**config.mk**
```make
export PLATFORM = sky130hd
export DESIGN_NAME = adder_stream_arbiter
export DESIGN_NICKNAME = d
export VERILOG_FILES = /design/src/rtl/adder_arb_pkg.sv /design/src/rtl/rr_arbiter.sv /design/src/rtl/adder_stream_arbiter.sv
export SDC_FILE = /design/constraint.sdc
export NUM_CORES = 1
export LEC_CHECK = 0
export BUFFER_PORTS_ARGS = -buffer_cell sky130_fd_sc_hd__buf_2
export CAP_MARGIN = 30
export CELL_PAD_IN_SITES_DETAIL_PLACEMENT = 1
export CELL_PAD_IN_SITES_GLOBAL_PLACEMENT = 1
export CORE_AREA = 2 2 85 87
export CTS_CLUSTER_DIAMETER = 40
export DETAILED_ROUTE_END_ITERATION = 8
export DIE_AREA = 0 0 87 89
export HOLD_SLACK_MARGIN = 0.03
export PLACE_DENSITY = 0.86
export REMOVE_ABC_BUFFERS = 1
export SYNTH_ARGS = -nofsm -noshare
export SYNTH_HDL_FRONTEND = slang
export SYNTH_HIERARCHICAL = 1
export SYNTH_SLANG_ARGS = --single-unit
export TNS_END_PERCENT = 50
```
**constraint.sdc**
```tcl
create_clock -name ap_clk -period 4.3 [get_ports ap_clk]
set_input_delay 0.645 -clock ap_clk [delete_from_list [all_inputs] [get_ports ap_clk]]
set_output_delay 0.645 -clock ap_clk [all_outputs]
set_load 0.005 [all_outputs]
```
**src/rtl/adder_arb_pkg.sv**
```systemverilog
// rtl/adder_arb_pkg.sv - shared constants, FSM state type and tag width helper for the adder stream arbiter
// Contents:
//   W_DEF       default operand/result width of the shared adder core
//   LAT_DEF     issue-to-result latency of the adder core (cycles)
//   arb_state_t sequencer states IDLE / RUN / DRAIN
//   tag_width() tag width for N requesters, never below 1 bit
package adder_arb_pkg;

    localparam int W_DEF   = 11;
    localparam int LAT_DEF = 2;

    typedef enum logic [1:0] {
        ST_IDLE  = 2'd0,
        ST_RUN   = 2'd1,
        ST_DRAIN = 2'd2
    } arb_state_t;

    function automatic int tag_width(input int n);
        return (n <= 2) ? 1 : $clog2(n);
    endfunction

endpackage

```
**src/rtl/rr_arbiter.sv**
```systemverilog
// rtl/rr_arbiter.sv - round-robin one-of-N picker with last-winner pointer
// Ports:
//   ap_clk, ap_rst_n  clock, asynchronous active-low reset
//   req       [N]     request vector
//   advance           a grant is taken this cycle; pointer moves to the winner
//   grant     [N]     one-hot winner (combinational, all zero when no request)
//   grant_idx [TAG_W] index of the winner
//   any               at least one request set
module rr_arbiter
    import adder_arb_pkg::*;
#(
    parameter  int N     = 4,
    localparam int TAG_W = tag_width(N)
) (
    input  logic             ap_clk,
    input  logic             ap_rst_n,
    input  logic [N-1:0]     req,
    input  logic             advance,
    output logic [N-1:0]     grant,
    output logic [TAG_W-1:0] grant_idx,
    output logic             any
);

    logic [TAG_W-1:0] ptr;
    logic [TAG_W-1:0] cand;
    logic             found;

    // Pointer holds the last winner; reset to N-1 so requester 0 is scanned first.
    always_ff @(posedge ap_clk or negedge ap_rst_n) begin
        if (!ap_rst_n) begin
            ptr <= TAG_W'(N - 1);
        end else if (advance) begin
            ptr <= grant_idx;
        end
    end

    // Scan ptr+1, ptr+2, ... ptr+N (mod N); first set request wins.
    always_comb begin
        grant     = '0;
        grant_idx = '0;
        cand      = '0;
        found     = 1'b0;
        for (int k = 1; k <= N; k++) begin
            cand = TAG_W'((int'(ptr) + k) % N);
            if (!found && req[cand]) begin
                found       = 1'b1;
                grant[cand] = 1'b1;
                grant_idx   = cand;
            end
        end
    end

    assign any = |req;

endmodule

```
**src/rtl/adder_stream_arbiter.sv**
```systemverilog
// rtl/adder_stream_arbiter.sv - shares one 2-stage adder core among N requester streams with tagged results
// Ports:
//   ap_clk, ap_rst_n          clock, asynchronous active-low reset
//   en                        arbitration enable (0 = drain then idle)
//   req_valid/req_a/req_b     N requester operand pairs, requester i at [i*W +: W]
//   req_ready [N]             one-hot pop pulse for the consumed pair
//   add_ce/add_start/add_rst  adder clock enable, start, active-high reset
//   add_a/add_b, add_z        adder operands out, adder sum in
//   res_valid/res_ready       result stream handshake
//   res_data/res_tag          sum and originating requester index
//   busy, idle                operation in flight, sequencer in IDLE
module adder_stream_arbiter
    import adder_arb_pkg::*;
#(
    parameter  int W     = W_DEF,
    parameter  int N     = 4,
    parameter  int LAT   = LAT_DEF,
    localparam int TAG_W = tag_width(N)
) (
    input  logic             ap_clk,
    input  logic             ap_rst_n,
    input  logic             en,
    input  logic [N-1:0]     req_valid,
    input  logic [N*W-1:0]   req_a,
    input  logic [N*W-1:0]   req_b,
    output logic [N-1:0]     req_ready,
    output logic             add_ce,
    output logic             add_start,
    output logic             add_rst,
    output logic [W-1:0]     add_a,
    output logic [W-1:0]     add_b,
    input  logic [W-1:0]     add_z,
    output logic             res_valid,
    input  logic             res_ready,
    output logic [W-1:0]     res_data,
    output logic [TAG_W-1:0] res_tag,
    output logic             busy,
    output logic             idle
);

    arb_state_t       state, state_nx;
    logic [1:0]       rst_sync;
    logic             stall;
    logic             grant_en;
    logic [N-1:0]     arb_grant;
    logic [TAG_W-1:0] win_idx;
    logic             arb_any;
    logic [W-1:0]     a_arr [N];
    logic [W-1:0]     b_arr [N];
    logic [LAT-1:0]   pipe_v;
    logic [TAG_W-1:0] pipe_tag [LAT];

    // Adder reset: asserts with ap_rst_n, releases on the second clock edge after it.
    always_ff @(posedge ap_clk or negedge ap_rst_n) begin
        if (!ap_rst_n) begin
            rst_sync <= 2'b00;
        end else begin
            rst_sync <= {rst_sync[0], 1'b1};
        end
    end
    assign add_rst = ~rst_sync[1];

    // A held result freezes the adder and the tag pipe together.
    assign stall  = res_valid & ~res_ready;
    assign add_ce = ~stall & ~add_rst;

    rr_arbiter #(.N(N)) u_rr (
        .ap_clk    (ap_clk),
        .ap_rst_n  (ap_rst_n),
        .req       (req_valid),
        .advance   (grant_en),
        .grant     (arb_grant),
        .grant_idx (win_idx),
        .any       (arb_any)
    );

    for (genvar i = 0; i < N; i++) begin : g_unpack
        assign a_arr[i] = req_a[i*W +: W];
        assign b_arr[i] = req_b[i*W +: W];
    end

    assign req_ready = grant_en ? arb_grant : '0;
    assign add_start = grant_en;
    assign add_a     = a_arr[win_idx];
    assign add_b     = b_arr[win_idx];

    always_ff @(posedge ap_clk or negedge ap_rst_n) begin
        if (!ap_rst_n) begin
            state <= ST_IDLE;
        end else begin
            state <= state_nx;
        end
    end

    always_comb begin
        state_nx = state;
        grant_en = 1'b0;
        idle     = 1'b0;
        case (state)
            ST_IDLE: begin
                idle = 1'b1;
                if (en && !add_rst) begin
                    state_nx = ST_RUN;
                end
            end
            ST_RUN: begin
                grant_en = add_ce & arb_any;
                if (!en) begin
                    state_nx = ST_DRAIN;
                end
            end
            ST_DRAIN: begin
                if (en) begin
                    state_nx = ST_RUN;
                end else if (!busy && !res_valid) begin
                    state_nx = ST_IDLE;
                end
            end
            default: begin
                state_nx = ST_IDLE;
            end
        endcase
    end

    // Shadow of the adder pipeline: advances in lockstep with add_ce so each
    // tag lines up with its sum at the adder output.
    always_ff @(posedge ap_clk or negedge ap_rst_n) begin
        if (!ap_rst_n) begin
            pipe_v <= '0;
            for (int i = 0; i < LAT; i++) begin
                pipe_tag[i] <= '0;
            end
        end else if (add_ce) begin
            pipe_v[0]   <= grant_en;
            pipe_tag[0] <= win_idx;
            for (int i = 1; i < LAT; i++) begin
                pipe_v[i]   <= pipe_v[i-1];
                pipe_tag[i] <= pipe_tag[i-1];
            end
        end
    end

    assign res_valid = pipe_v[LAT-1];
    assign res_tag   = pipe_tag[LAT-1];
    assign res_data  = add_z;
    assign busy      = |pipe_v;

endmodule

```
==> results of run 1 <==
## placed cells by master, fill, tap and decap left out, types with 5 or more instances in the layout
cell     Yosys  layout
buf_2        8     129
dfrtp_1     10      10
ha_1         8       8
inv_1        8       8
mux2_2       5       5
mux4_2      21      21
nand2_1     13      13
## metal layers
metal,part of all wire (%),vias up
met5,0,-
met4,0,0
met3,8.4,0
met2,55,97
met1,37,832
li1,-,812
## power by group through the flow
stage                     combinational, mW  sequential [mW]  clock, mW
after global placement                 1.19            0.213          0
after detailed placement               1.23            0.219          0
final                                  1.21            0.219      0.105
after global routing                   1.32            0.230      0.116
after floorplan                       0.802            0.203          0
after CTS                              1.24            0.218      0.110
## worst max-delay path by stage
stage	start	endpoint	slack, ns	cells after the start
2_1_floorplan	u_rr/ptr[0]	add_a[0]	-0.80	7
3_3_place_gp	u_rr/ptr[0]	add_a[0]	0.50	9
3_5_place_dp	u_rr/ptr[0]	add_b[10]	0.35	9
4_1_cts	u_rr/ptr[0]	add_b[10]	0.08	9
5_1_grt	u_rr/ptr[0]	add_a[0]	0.05	9
6_report	u_rr/ptr[0]	add_b[10]	0.23	9
## flip-flops by register name, summed over array words and instances (netlist names)
register / count
pipe_tag: 2
state: 2
pipe_v: 2
rst_sync: 2
u_rr/ptr: 2
res_tag: 2
## timing repair
item | 4_1_cts | 5_1_grt
setup endpoints to repair | 0 | 22
hold buffers | 0 | 0
endpoints found under the hold margin | 0 | 0
gates resized for setup | 0 | 1
## cell families (layout without fill, tap and decap cells)
family	Yosys count	in the layout	synth area share, %
and+or+nand+nor	43	43	15.4
adders and majority gates	8	8	5.62
DFF	12	12	17.0
muxes	30	30	34.7
other	1	1	0.210
buffers and inverters	35	143	13.8
AOI/OAI and AO/OA	28	28	13.3
## final cells by class
class | instances | area [µm²]
clock buffer | 4 | 45.0
timing repair buffer | 130 | 666
tap | 80 | 100
fill | 811 | 4320
multi-input combinational | 110 | 1250
sequential | 12 | 307
inverter | 9 | 33.8
## critical path, stage by stage (launching register included)
cell	delay, ns
dfstp_4	0.74
inv_1	0.21
ha_1	0.41
mux4_2	0.40
inv_1	0.14
a22oi_1	0.13
o22ai_4	0.19
buf_12	0.23
mux4_1	0.57
buf_2	0.15
## cells in the mapped netlist (all sizes together), types with 3 or more instances
cell type / n
inv: 9
mux2: 5
o21ai: 4
nand2b: 3
and2: 5
ha: 8
a221o: 4
nand2: 13
mux4: 24
nand3b: 4
buf: 26
a21oi: 3
dfrtp: 10
nor2: 4
## per-stage QoR
step	std cells	utilization (%)	worst slack [ns]	hold WS [ns]	TNS, ns
2_1_floorplan	131	-	-0.798	0.331	-16.57
3_3_place_gp	341	35.0	0.498	0.332	0
3_5_place_dp	341	35.0	0.349	0.336	0
4_1_cts	345	35.6	0.0754	0.285	0
5_1_grt	345	35.7	0.0465	0.285	0
6_report	345	35.7	0.229	0.281	0
==> metrics.txt, run 1 <==
layout cells sized above 1=65.3%; CP Class=register to primary output; die outline width=87 µm; root buffer cell=clkbuf_8; Worst Max-Slew Pin Slew=0.599 ns; switching part of the total power=41.2%; Max-cap violations=0; Max Clock Skew=0.00288 ns; Final Power=1.53 mW; largest net degree at the start of global routing=24; period utilization=94.7%; vias=1741; Sink Count=12; Die ar.=7740 µm²; met3 GRT Util=4.34%; worst path required time=3.65 ns; Main synth FF type=dfrtp_1; initial antenna violation count=0; post-synth cell types=48; RR Endpoint=pipe_tag[2]; number of synthesized register bits=12; clk_lat worst skew=0.24 ns; first-pass GRT wire length=8650 µm; global route overflow=0; ANT cells=0; Post-Place Cell Area=2350 µm²; Core Area=6720 µm²; fmax=0.246 GHz; Clk pwr share=6.8%; fin nets=381; Overall Global Routing Usage=14.1%; CTS Buf Count=3; Port Buffer Count=129; CTS Buffer Depth=2; reg2reg start=u_rr/ptr[0]; grt met2 use=27.6%; final worst path period need=4.07 ns; HPWL after DPL=5090 µm; ANT nets after route=0; Routed WL=5980 µm; status=complete, no violations; CP Capture Type=primary output; VDD IR-drop max=0.000218 V; GP Congestion=0.763; post-CTS setup buffer count=0; Avg Inst Size Synth=11.3 µm²; die height=89 µm; CP Data Arrival Time=3.43 ns; routed vias/inst=5.05; Comb power frac=78.9%; Critical Path Start Type=register; final-report max-slew violation count=0; synth warn=6; RSZ-0062 raised after global routing=no; Setup violations, final=0; Async SR Flop Fraction=100%; DRC viols=0; CP Max Fanout=23; switching pwr=632 µW; Clock H-tree levels=1; clock-pin slew on the worst setup and hold paths=0.05 ns; post-synth top area share=26.5%; First-pass DRT Iterations=5; CTS tree=built; Cell Pwr Density=640 nW/µm²; hold crit path type=input port to async pin; sequential power share=14.3%; design area=2400 µm²; M1 GR Usage=15.8%; vias in the first global route=1766; count of flip-flops with a built-in enable after synthesis=0; # rows=30; Area Growth Syn to Fin=34.6%; Synth Cell Area=1780 µm²; IO Pins=152; leakage power=1.19 nW; Pint=902 µW; ranking of synthesized cells by area=mux4_2 (27%), dfrtp_1 (14%), ha_1 (5.6%); wire per inst=17.3 µm; Initial Util=26.5%; most crowded layer after global routing=met2; register area share after synthesis=17.0%; final hold vios=0; gate count of the mapped netlist=157; setup slack, reg-to-reg=1.51 ns; area leader, netlist=mux4_2; drt initial violations=38; max_slew headroom=60.0%; Worst Reg2Reg Path Length in Cells=8
Power figures use the tool's default switching activity.
==> run 2, diff against run 1 <==
Settings changed: ABC_AREA from default to 1, CORE_AREA 2 2 85 87 to 2 2 95 97, DIE_AREA 0 0 87 89 to 0 0 97 99, MAX_ROUTING_LAYER from default to met4, RECOVER_POWER from default to 100.
==> run 2 against run 1 <==
  * Register-to-register slack is essentially flat
  * Critical endpoint is now add_b[9]
  * Largest cell class unchanged
  * Routed wire length grew 17%
  * Via count grew 50%
==> metrics.txt, run 2 <==
Post-Place Cell Area=2700 µm²; first-pass GRT wire length=11600 µm; Clock H-tree levels=1; post-synth cell types=28; Avg Inst Size Synth=5.58 µm²; design area=2700 µm²; setup slack, reg-to-reg=1.52 ns; DRC viols=0; largest net degree at the start of global routing=62; CTS Buffer Depth=2; register area share after synthesis=14.5%; crit-path most repeated cell=nand2_1; die outline width=97 µm; global route overflow=0; Port Buffer Count=129; final worst path period need=3.87 ns; Async SR Flop Fraction=100%; Final TNS setup=0 ns; Top delay family on crit path=buffers and inverters; vias=2610; CTS Buf Count=3; most frequent cells in the layout=nand2_1 (145), buf_2 (110), inv_1 (62); Adder-Cell Fraction of Synth Area=4.78%; worst path cell trace=inv_1 -> ha_1 -> inv_1 -> nand3_1 -> nand2_1 -> nand2_1 -> inv_1 -> nand2_1 -> a21boi_4 -> buf_4 -> nor2_1 -> nor2_1 -> nand2_1 -> nand2_1 -> clkbuf_1; Synth Cell Area=2090 µm²; hold crit path type=register to register; CP Class=register to primary output; GP Congestion=0.880; clock-pin slew on the worst setup and hold paths=0.05 ns; drt initial violations=41; Initial Util=24.5%; post-synth top area share=25.7%; max layer used=met4; Area Growth Syn to Fin=28.9%; CP Capture Type=primary output; gate count of the mapped netlist=375; status=complete, no violations; largest family of logic cells by synthesized area=simple AND/OR/NAND/NOR gates; XOR/XNOR Fraction of Synth Area=0%; synth warn=6; post-CTS setup buffer count=0; Main synth FF type=dfrtp_1; IO Pins=152; wire per inst=11.8 µm; vias in the first global route=2652; final-report max-slew violation count=0; First-pass DRT Iterations=4; multiplexer share of the synthesized area=0%; slowest stage cell, crit path=dfstp_2; Post-Synth Simple-Gate Area=47.4%; routed vias/inst=4.43; met1 wire length=2750 µm; Setup violations, final=0; commonest non-fill, non-tap cell in the layout=nand2_1; VDD IR-drop max=0.000258 V; critical path's largest stage delay=0.65 ns; root buffer cell=clkbuf_8; Cell Pwr Density=870 nW/µm²; ranking of synthesized cells by area=nand2_1 (26%), dfrtp_1 (12%), inv_1 (11%); Worst Max-Slew Pin Slew=0.776 ns; count of flip-flops with a built-in enable after synthesis=0; CP Max Fanout=61; area leader, netlist=nand2_1; WL met2=3650 µm; Met3 Wirelength=382 µm; final hold vios=0; Core Area=8550 µm²; DP Worst Slack=0.746 ns; Die ar.=9600 µm²; clk_lat worst skew=0.24 ns; Overall Global Routing Usage=14.6%; period utilization=90.1%; Compound-Gate Fraction of Synth Area=11.4%; layout cells sized above 1=29.5%; RSZ-0062 raised after global routing=no; CP Data Arrival Time=3.23 ns; final worst slack=0.427 ns; Max-cap violations=0; die height=99 µm; number of synthesized register bits=12; Buf/Inv on CP=5; leakage power=1.70 nW; hold_buf cts=0; Max Clock Skew=0.00208 ns; Sink Count=12; Synth top cells by count=nand2_1 (143), inv_1 (60), nor2_1 (53); # rows=34; ANT nets after route=0; CTS tree=built; fin nets=598; Critical Path Start Type=register; max_slew headroom=48.2%; Routed WL=6980 µm; fmax=0.258 GHz; fillcell total=1212; worst path required time=3.65 ns; HPWL after DPL=5810 µm; cts repair resizes=0; final core occ=31.5%; most common cell in the netlist=nand2_1; initial antenna violation count=0; ANT cells=0
run 2: cell count changes in the layout (fill, tap and decap cells not counted), moves of 5 or more:
cell,delta
buf_2,-19
o211ai_1,+22
mux2_2,-5
clkbuf_1,+16
nand3_2,+5
inv_1,+54
nand2_4,+7
nand3_1,+7
mux4_2,-21
nor2_1,+50
nand2_1,+132
run 2: kinds of logic (layout without fill, tap and decap cells):
| logic type | Yosys count | after routing |
|---|---|---|
| flops | 12 | 12 |
| buf+inv | 94 | 200 |
| other cells | 1 | 1 |
| simple gates | 228 | 228 |
| fa+ha+maj | 8 | 8 |
| compound gates | 32 | 32 |
run 2: cell type report:
| class | instances | area, µm² | share of cell area (%) |
|---|---|---|---|
| multi-input combinational | 269 | 1330 | 49.2 |
| timing repair buffer | 131 | 639 | 23.7 |
| sequential | 12 | 303 | 11.2 |
| inverter | 66 | 253 | 9.37 |
| tap | 108 | 135 | 5.01 |
| clock buffer | 3 | 41.3 | 1.53 |
run 2: report_power, final:
group          internal (mW)  total (mW)  switching [mW]  leakage, nW
sequential             0.157       0.208          0.0512        0.146
combinational          0.756        2.04            1.28         1.54
clock                 0.0617       0.103          0.0414       0.0216
run 2: metrics by stage:
stage	cells	hold slack, ns	total power [mW]
floorplan	347	0.331	1.49
global placement	586	0.333	2.25
detailed placement	586	0.354	2.34
CTS	589	0.274	2.46
global route	589	0.374	2.67
finish	589	0.360	2.35
run 2: worst paths after layout:
kind                             start          end  cells after the start
hold reg to reg            rst_sync[0]  rst_sync[1]                      0
hold / removal             rst_sync[0]  rst_sync[1]                      0
max in group asynchronous     ap_rst_n  pipe_tag[3]                      1
setup reg to reg           u_rr/ptr[1]  pipe_tag[3]                     11
min in group asynchronous     ap_rst_n     state[1]                      1
setup / recovery           u_rr/ptr[1]     add_b[9]                     15
run 2: per-layer routing:
metal  up-vias  track usage (%)
met3        19             2.77
met5         -                -
met4         0             5.31
li1       1320                -
met1      1172             15.3
met2        99             27.2
==> run 3, diff against run 2 <==
Settings changed: CORE_AREA 2 2 95 97 to 10 10 103 105, CTS_CLUSTER_SIZE from default to 25, DIE_AREA 0 0 97 99 to 0 0 113 115, RECOVER_POWER 100 to 25.
==> run 3 against run 2 <==
  * Count of clock-buffer cells in the layout is 1 higher
  * Global-route usage is 2.5 points lower
  * Register-to-register slack better by 0.08 ns
  * Maximum frequency is 2.9% higher
  * Core utilization is 0.64 points higher
  * Clock skew is 0.00068 ns higher
  * Via count hardly changed
  * Setup slack better by 0.11 ns
  * Worst hold slack worse by 0.0016 ns
  * Sequential power hardly changed
  * Non-clock buffer count stayed put
  * Critical path type unchanged
  * Largest power group unchanged
  * Highest routed layer unchanged
==> metrics.txt, run 3 (synthesis gave the netlist of run 2 again) <==
Sink Count=12; DRC viols=0; period utilization=87.5%; final-report max-slew violation count=0; CP Max Fanout=49; RSZ-0062 raised after global routing=no; Min Hold Slack=0.358 ns; IO Pins=152; initial antenna violation count=0; leakage power=1.76 nW; routed vias/inst=4.41; Cell Pwr Density=886 nW/µm²; HPWL after DPL=6900 µm; ANT nets after route=0; most frequent cells in the layout=nand2_1 (143), buf_2 (128), inv_1 (60); WHS Endpoint=rst_sync[1]; status=complete, no violations; fin nets=598; CP Data Arrival Time=3.12 ns; max_slew headroom=49.6%; Worst Reg2Reg Path Length in Cells=11; Area Growth Syn to Fin=31.6%; Worst Hold Depth=0; CTS Buf Count=3; VDD IR-drop max=0.000232 V; First-pass DRT Iterations=4; hold path start=rst_sync[0]; design area=2750 µm²; final hold vios=0; vias in the first global route=2951; Setup violations, final=0; commonest non-fill, non-tap cell in the layout=nand2_1; CP Capture Type=primary output; largest net degree at the start of global routing=50; Routed WL=8020 µm; cts repair resizes=0; Clock H-tree levels=1; switching pwr=1.39 mW; hold crit path type=register to register; worst path required time=3.65 ns; CP Class=register to primary output; Worst Max-Slew Pin Slew=0.754 ns; final core occ=32.2%; CTS Buffer Depth=2; sequential power share=8.6%; switching part of the total power=57.1%; critical path's largest stage delay=0.66 ns; Comb power frac=86.4%; DP Worst Slack=0.803 ns; die height=115 µm; wire per inst=13.6 µm; Max-cap violations=0; Post-Place Cell Area=2700 µm²; layout cells sized above 1=34.2%; # rows=34; Final TNS setup=0 ns; global route overflow=0; final worst slack=0.536 ns; CP startpoint=u_rr/ptr[1]; clk_lat worst skew=0.24 ns; Initial Util=24.5%; Core Area=8550 µm²; Die ar.=13000 µm²; first-pass GRT wire length=13000 µm; GP Congestion=0.854; worst path cell trace=inv_1 -> ha_1 -> inv_1 -> nand2_4 -> nand2_4 -> nor2_4 -> nor2_2 -> a21boi_4 -> buf_4 -> nor2_1 -> nor2_1 -> nand2_1 -> nand2_1 -> buf_2; final worst path period need=3.76 ns; root buffer cell=clkbuf_8; Overall Global Routing Usage=12.1%; reg2reg start=u_rr/ptr[1]; Max Clock Skew=0.00277 ns; clock-pin slew on the worst setup and hold paths=0.06 ns; RR Endpoint=pipe_tag[3]; post-CTS setup buffer count=0; die outline width=113 µm; Port Buffer Count=129; slowest stage cell, crit path=dfstp_2; Clk pwr share=5.0%; vias=2609; drt initial violations=68; fmax=0.266 GHz; setup slack, reg-to-reg=1.60 ns; Pint=1.05 mW; hold_buf cts=0; Critical Path Start Type=register; CTS tree=built
[run 3: changes by cell type in the layout (fill, tap and decap cells not counted), sizes merged]
cell | previous run | this run
buf | 112 | 130
clkbuf | 22 | 5
diode | 0 | 1
[run 3: worst max path at each step]
stage               end  slack (ns)  cells past startpoint
3_5_place_dp   add_a[1]        0.80                     14
6_report       add_a[9]        0.54                     14
5_1_grt        add_a[9]        0.19                     15
3_3_place_gp   add_a[9]        0.96                     13
2_1_floorplan  add_a[0]       -1.43                     10
4_1_cts        add_a[1]        0.53                     14
[run 3: power groups by stage]
stage | Combinational (mW) | Sequential, mW | Clock, mW
global placement | 2.08 | 0.206 | 0
floorplan | 1.29 | 0.200 | 0
global route | 2.44 | 0.219 | 0.131
CTS | 2.18 | 0.210 | 0.126
finish | 2.11 | 0.209 | 0.123
detailed placement | 2.17 | 0.211 | 0
[run 3: metrics by stage]
stage / total power, mW / instances
finish: 2.44 / 591
global route: 2.79 / 590
CTS: 2.51 / 590
detailed placement: 2.38 / 586
global placement: 2.28 / 586
floorplan: 1.49 / 347
[run 3: area by class of cell]
cell class / instances / area, µm²
sequential: 12 / 303
timing repair buffer: 131 / 659
multi-input combinational: 269 / 1350
fill: 1195 / 5800
antenna: 1 / 2.50
clock buffer: 4 / 55.1
tap: 108 / 135
inverter: 66 / 253
[run 3: critical path: cells and delay by family (launching register included)]
family | cells | cell delay [ns]
compound gates | 1 | 0.16
flops | 1 | 0.66
simple gates | 8 | 0.82
fa+ha+maj | 1 | 0.40
buf+inv | 4 | 0.82
[run 3: routing by layer]
layer / GRT usage (%) / share of wire (%) / wire, µm
met2: 22.4 / 52 / 4140
met5: - / 0 / 0
met4: 3.98 / 3.1 / 250
met1: 11.6 / 38 / 3040
met3: 3.91 / 7.3 / 584
